File: src/rtl/underflow_detector_if.sv
// Bus bundle for the underflow detector: load/subtract controls, sticky-flag ack,
// and the registered accumulator and status outputs.
interface underflow_detector_if #(
    parameter int WIDTH = 8,
    parameter int CNT_W = 4
);
    logic             load;
    logic [WIDTH-1:0] load_val;
    logic             en;
    logic [WIDTH-1:0] d;
    logic             uf_ack;
    logic [WIDTH-1:0] q;
    logic             underflow;
    logic             uf_sticky;
    logic [CNT_W-1:0] uf_count;

    modport master (
        output load, load_val, en, d, uf_ack,
        input  q, underflow, uf_sticky, uf_count
    );

    modport slave (
        input  load, load_val, en, d, uf_ack,
        output q, underflow, uf_sticky, uf_count
    );
endinterface

File: src/rtl/underflow_detector.sv
// Down-counting accumulator with borrow detection, one-cycle pulse, sticky flag and
// saturating event counter. Define UNDERFLOW_SATURATE_EN to clamp q to 0 on a borrow.
module underflow_detector #(
    parameter int               WIDTH = 8,
    parameter int               CNT_W = 4,
    parameter logic [WIDTH-1:0] INIT  = 8'hFF
) (
    input logic                clk,
    input logic                rst,
    underflow_detector_if.slave bus
);
    typedef enum logic {RUN, FLAGGED} state_t;

    state_t           state_p1;
    logic [WIDTH-1:0] q_p1;
    logic             underflow_p1;
    logic             sticky_p1;
    logic [CNT_W-1:0] cnt_p1;

    logic [WIDTH:0]   diff_p0;
    logic             borrow_p0;
    logic             ack_p0;

    function automatic logic [CNT_W-1:0] sat_inc(input logic [CNT_W-1:0] c);
        return (c == {CNT_W{1'b1}}) ? c : c + 1'b1;
    endfunction

    function automatic logic [WIDTH-1:0] borrow_result(input logic [WIDTH:0] diff);
`ifdef UNDERFLOW_SATURATE_EN
        return {WIDTH{1'b0}} & diff[WIDTH-1:0];
`else
        return diff[WIDTH-1:0];
`endif
    endfunction

    // Stage p0: subtract and detect borrow; a load cycle suppresses both borrow and ack
    always_comb begin
        diff_p0   = {1'b0, q_p1} - {1'b0, bus.d};
        borrow_p0 = bus.en && !bus.load && diff_p0[WIDTH];
        ack_p0    = bus.uf_ack && !bus.load;
    end

    // Stage p1: registered accumulator, pulse, counter and sticky FSM
    always_ff @(posedge clk) begin
        if (rst) begin
            q_p1         <= INIT;
            underflow_p1 <= 1'b0;
            sticky_p1    <= 1'b0;
            cnt_p1       <= '0;
            state_p1     <= RUN;
        end else begin
            underflow_p1 <= borrow_p0;
            if (bus.load)
                q_p1 <= bus.load_val;
            else if (bus.en)
                q_p1 <= borrow_p0 ? borrow_result(diff_p0) : diff_p0[WIDTH-1:0];
            if (borrow_p0)
                cnt_p1 <= sat_inc(cnt_p1);
            case (state_p1)
                RUN: begin
                    if (borrow_p0) begin
                        state_p1  <= FLAGGED;
                        sticky_p1 <= 1'b1;
                    end
                end
                FLAGGED: begin
                    // A borrow in the same cycle as the ack keeps the flag raised
                    if (!borrow_p0 && ack_p0) begin
                        state_p1  <= RUN;
                        sticky_p1 <= 1'b0;
                    end
                end
                default: begin
                    state_p1  <= RUN;
                    sticky_p1 <= 1'b0;
                end
            endcase
        end
    end

    assign bus.q         = q_p1;
    assign bus.underflow = underflow_p1;
    assign bus.uf_sticky = sticky_p1;
    assign bus.uf_count  = cnt_p1;
endmodule

File: src/flat_wrapper.sv
// flat-port wrapper written by rule: the top's interface ports become plain ports
module underflow_detector_flat 
#(
    parameter int               WIDTH = 8,
    parameter int               CNT_W = 4,
    parameter logic [WIDTH-1:0] INIT  = 8'hFF
)
  (clk, rst, bus_load, bus_load_val, bus_en, bus_d, bus_uf_ack, bus_q, bus_underflow, bus_uf_sticky, bus_uf_count);
  underflow_detector_if #(.WIDTH(WIDTH), .CNT_W(CNT_W)) bus_i ();
  input logic clk;
  input logic rst;
  input wire logic [$bits(bus_i.load)-1:0] bus_load;
  input wire logic [$bits(bus_i.load_val)-1:0] bus_load_val;
  input wire logic [$bits(bus_i.en)-1:0] bus_en;
  input wire logic [$bits(bus_i.d)-1:0] bus_d;
  input wire logic [$bits(bus_i.uf_ack)-1:0] bus_uf_ack;
  output wire logic [$bits(bus_i.q)-1:0] bus_q;
  output wire logic [$bits(bus_i.underflow)-1:0] bus_underflow;
  output wire logic [$bits(bus_i.uf_sticky)-1:0] bus_uf_sticky;
  output wire logic [$bits(bus_i.uf_count)-1:0] bus_uf_count;
  assign bus_i.load = bus_load;
  assign bus_i.load_val = bus_load_val;
  assign bus_i.en = bus_en;
  assign bus_i.d = bus_d;
  assign bus_i.uf_ack = bus_uf_ack;
  assign bus_q = bus_i.q;
  assign bus_underflow = bus_i.underflow;
  assign bus_uf_sticky = bus_i.uf_sticky;
  assign bus_uf_count = bus_i.uf_count;
  underflow_detector #(.WIDTH(WIDTH), .CNT_W(CNT_W), .INIT(INIT)) u_core (.clk(clk), .rst(rst), .bus(bus_i));
endmodule
File: config.mk
export PLATFORM = sky130hd
export DESIGN_NAME = underflow_detector_flat
export DESIGN_NICKNAME = d
export VERILOG_FILES = /design/src/rtl/underflow_detector_if.sv /design/src/rtl/underflow_detector.sv /design/src/flat_wrapper.sv
export SDC_FILE = /design/constraint.sdc
export NUM_CORES = 1
export LEC_CHECK = 0
export BUFFER_PORTS_ARGS = -buffer_cell sky130_fd_sc_hd__buf_2
export CAP_MARGIN = 20
export CORE_MARGIN = 5
export CORE_UTILIZATION = 24
export CTS_BUF_LIST = sky130_fd_sc_hd__clkbuf_4
export CTS_CLUSTER_DIAMETER = 120
export DETAILED_ROUTE_END_ITERATION = 10
export PLACE_DENSITY_LB_ADDON = 0.2
export REMOVE_ABC_BUFFERS = 1
export SETUP_SLACK_MARGIN = 0.3
export SYNTH_ARGS = -nofsm -noshare
export SYNTH_HDL_FRONTEND = slang
export SYNTH_SLANG_ARGS = --single-unit
export TNS_END_PERCENT = 30
File: constraint.sdc
create_clock -name clk -period 2.81 [get_ports clk]
set_input_delay 0.562 -clock clk [delete_from_list [all_inputs] [get_ports clk]]
set_output_delay 0.562 -clock clk [all_outputs]
set_load 0.01 [all_outputs]
; ---- Yosys cells after proc, flatten, opt, wreduce, memory -nomap -nowiden
; Index checks and enable logic that the tools add are counted.
[word_totals]
reg_bits = 15
latchBits = 0
mem_bits_rw = 0
mem_bits_ro = 0
input_bits = 21
out_inout_bits = 14
wordCells = 29
mem_count = 0
[op_classes]
add_sub_neg = 2
n_mul = 0
div_mod_pow = 0
magnitude_cmp = 0
n_eq_ne = 3
n_shift = 0
mux = 8
n_bitwise = 2
n_reduce_logical = 9
[ops]
columns = operator, count
row1 = 8-bit two-way mux, 2
row2 = 8-bit by 8-bit subtractor with 9-bit output, 1
row3 = 4-bit by 1-bit adder with 4-bit output (second input constant), 1
row4 = 4-bit == test (second input constant), 1
row5 = 1-bit logical AND, 4
row6 = 1-bit two-way mux, 4
row7 = 1-bit one-hot mux with 2 select lines, 2
row8 = 2-bit AND reduction, 2
row9 = 1-bit zero test, 2
row10 = 2-bit by 1-bit inequality test with 1-bit output (second input constant), 1
row11 = 2-bit inequality test (second input constant), 1
row12 = 1-bit NOT, 2
row13 = 2-bit nonzero test, 1

; ---- Logic depth before layout (Yosys ltp)
[depth]
word_depth = 7
depth_mapped = 8
mapped_depth_nobuf = 8

; ---- Worst setup path before layout
; No wires, ideal clock.
[synth_timing]
path_type = input -> register
start = input port bus_d[0]
end = register u_core.cnt_p1[0], in the netlist u_core.bus.uf_count[0]
setup_time_ns = 0.121
arrival_ns = 2.167
slack_ns = 0.521
cell_stages = 7
n_path_buf = 0
path_cell_list = ha_1 > inv_1 > fa_1 > a21o_1 > a211oi_4 > o211a_4 > mux2_4
[synth_between]
elab_chain_len = 3
[synth_lines]
columns = item, line
row1 = "start, declared", flat_wrapper.sv:15  ; input wire logic [$bits(bus_i.d)-1:0] bus_d;
row2 = 8-bit by 8-bit subtractor with 9-bit output, underflow_detector.sv:38  ; diff_p0 = {1'b0, q_p1} - {1'b0, bus.d};
row3 = 1-bit logical AND, underflow_detector.sv:39  ; borrow_p0 = bus.en && !bus.load && diff_p0[WIDTH];
row4 = 2-bit AND reduction (no source line), --
row5 = "end signal, assigned", underflow_detector.sv:58  ; cnt_p1 <= sat_inc(cnt_p1);
row6 = "end, declared", underflow_detector.sv:18  ; logic [CNT_W-1:0] cnt_p1;
; No other way between the ends.
; A chain may end at the register's enable or synchronous reset.

; ---- Worst setup path after layout
[layout_timing]
start = register u_core.q_p1[0], in the netlist u_core.bus.q[0]
end = register u_core.cnt_p1[0], in the netlist u_core.bus.uf_count[0]
[layout_between]
elab_chain_len = 3
[layout_lines]
columns = item, line
row1 = "start, declared", underflow_detector.sv:15  ; logic [WIDTH-1:0] q_p1;
row2 = "start signal, assigned", underflow_detector.sv:54  ; q_p1 <= bus.load_val;
row3 = "start signal, assigned", underflow_detector.sv:56  ; q_p1 <= borrow_p0 ? borrow_result(diff_p0) : diff_p0[WIDTH-1:0];
row4 = 8-bit by 8-bit subtractor with 9-bit output, underflow_detector.sv:38
row5 = 1-bit logical AND, underflow_detector.sv:39
row6 = 2-bit AND reduction (no source line), --
; No other way between the ends.

==> flow_summary.toml <==
[run_status]
status = "finished clean"

[timing]
fin_crit_ns = 2.05
setup_tns_ns = 0
rsz0062_at_grt = "no"
finClkSkew_ns = 0.00153
fin_crit_sh = 0.730
slew_violations = 0
max_freq_ghz = 0.487
slew_headroom = 0.756
setup_viol = 0
finalHoldViolCount = 0
tightest_slew_ns = 0.366

[die]
dieArea_um2 = 6380
start_util = 0.248
ios = 35
num_rows = 25
design.core.area_um2 = 4720
die_x_um = 79.9
die_h_um = 79.9

[synthesis]
ys_types = 46
ys_warn_count = 0
synth_edf_count = 0
synth_top_area_cell = "dfxtp_1"
avgSynthCellArea_um2 = 8.81
netlist.area_leader.share = 0.256
ys.flop_type = "dfxtp_1"
ys_seq_area_frac = 0.256
synthCells = 133
ys_top_cells_by_area = "dfxtp_1 (26%), ha_1 (9.6%), a211oi_1 (4.5%)"
async_flop_share = 0
synth-seq-cells = 15
syn-cell-area_um2 = 1170

[setup_path]
critPathKind = "reg -> reg"
worstPathArrival_ns = 2.25
cpPeakStageDelay_ns = 0.40
crit_fanout = 3
crit_path_top_delay_cell = "fa_1"
endpoint_kind = "register"
cpMostUsedCell = "inv_1"
crit_chain = "inv_1 > ha_1 > inv_1 > fa_1 > a21o_1 > a211oi_4 > o211a_4 > mux2_4"
worst-endpoint-required_ns = 3.01
critical_path.startpoint_type = "register"

[final_layout]
final_layout_size_suffix_gt1_frac = 0.298
post-route-util = 0.307
fill_cells = 520
nNetsFinal = 200
antenna_cells = 0
final_cell_mix = "buf_2 (34), dfxtp_1 (15), inv_1 (11)"
area_growth_pct = 23.8
final_common_cell = "buf_2"

[pwr]
pwr-share-clk = 0.233
seq_power_share = 0.405
p_per_area_nw_per_um2 = 408
power_frac_comb = 0.362
internal_power_mw = 0.381
ir_drop_mv = 0.179
swShare = 0.356
power.leakage_nw = 0.630
power.switching_mw = 0.211

[clock_network]
cts_tree = "built"
cts_hold_buf = 0
clk_pin_slew_ns = 0.11
root_buffer = "clkbuf_4"
ctsResizeCount = 0
clock-sinks = 15
cts_buffers = 3
htree_num_levels = 1
cts_setup_buffers = 0
clk_latency_ns = 0.30
cts_max_path_buffers = 2

[drt]
finalWirelength_um = 2980
via_per_inst = 4.60
vias = 1081
ant_nets = 0
dr.pass1.iters = 3
drcViolationCount = 0
dr.first_iter.drc_count = 41
wl_per_cell_um = 12.7

[placed_design]
dp_hpwl_um = 2270
place_congestion = 0.748
portBuffers = 34

[global_route]
grt_pass1_vias = 1082
antenna_found_initial = 0
grt_use_total = 0.0989
grt_first_pass_wirelength_um = 5010
overflow = 0
grt_max_degree = 23

[run]
cap_violations = 0

[hold_path]
holdCritPathClass = "in -> reg"
## final timing paths
path / slack (ns) / end / cells after the start / start
worst max register to register: 0.76 / u_core.bus.uf_count[0] / 8 / u_core.bus.q[0]
worst max-delay path: 0.76 / u_core.bus.uf_count[0] / 8 / u_core.bus.q[0]
worst min-delay path: 0.47 / u_core.bus.q[2] / 2 / bus_load_val[2]
worst min register to register: 0.50 / u_core.bus.uf_sticky / 1 / u_core.state_p1
## final cells by class
type                            count  area [um^2]  share of cell area
Clock buffer                        3         22.5              0.0155
Clock inverter                      1         5.00             0.00345
Inverter                           11         41.3              0.0284
Multi-Input combinational cell    101          806               0.555
Sequential cell                    15          300               0.207
Tap cell                           67         83.8              0.0578
Timing Repair Buffer               37          193               0.133
## critical path: cells and delay by family, from the launching register on
kind                     cells  cell delay (ns)
AO/OA/AOI/OAI                3             0.69
flip-flops                   1             0.33
buffers and inverters        2             0.10
adder cells (fa/ha/maj)      2             0.55
multiplexers                 1             0.29
## cells in the mapped netlist (2+ instances only)
cell type,count
dfxtp_1,15
inv_1,11
ha_1,9
a211oi_1,7
nand2b_1,7
nor2_1,7
a21oi_1,5
a21o_1,4
clkbuf_1,4
nand2_1,4
nor2b_1,4
nor3b_1,4
o21ai_0,4
a211o_1,3
nand3b_1,3
nand4b_1,3
and3_1,2
buf_2,2
mux2i_1,2
nand3_1,2
o2111ai_1,2
o211ai_1,2
o21ai_1,2
or3b_1,2
xnor2_1,2
## metrics by stage
stage / total power, mW / area [um^2] / std cells / hold slack (ns) / worst slack, ns
floorplan: 0.386 / 1150 / 127 / 0.463 / 0.521
global placement: 0.458 / 1420 / 231 / 0.479 / 0.490
detailed placement: 0.462 / 1420 / 231 / 0.487 / 0.480
CTS: 0.601 / 1450 / 235 / 0.472 / 0.740
global route: 0.639 / 1450 / 235 / 0.479 / 0.644
finish: 0.592 / 1450 / 235 / 0.469 / 0.757
## power by group through the flow
stage	clock, mW	sequential [mW]	combinational [mW]
after floorplan	0	0.250	0.136
after global placement	0	0.244	0.214
after detailed placement	0	0.245	0.217
after CTS	0.143	0.240	0.218
after global routing	0.154	0.243	0.242
final	0.138	0.240	0.215
## sequential cells by signal, indices dropped and copies added, names as in the netlist
signal,cells
u_core.bus.uf_sticky,1
u_core.bus.underflow,1
u_core.bus.q,8
u_core.bus.uf_count,4
u_core.state_p1,1
## cell families after synthesis
family	count (synthesis)	share of synthesized area
adders and majority gates	10	0.113
and+or+nand+nor	46	0.250
muxes	4	0.0395
xor gates and xnor gates	2	0.0149
DFF	15	0.256
AOI/OAI and AO/OA	39	0.270
buffers and inverters	17	0.0566
## metal layers
metal  GRT usage  up-vias  routed length (um)
met5           0        -                   0
met1       0.123      490                1430
li1            -      564                   -
met3      0.0350        2                 197
met4      0.0152        0                  12
met2       0.166       25                1330
Note: power is estimated with default switching activity, not from simulation.
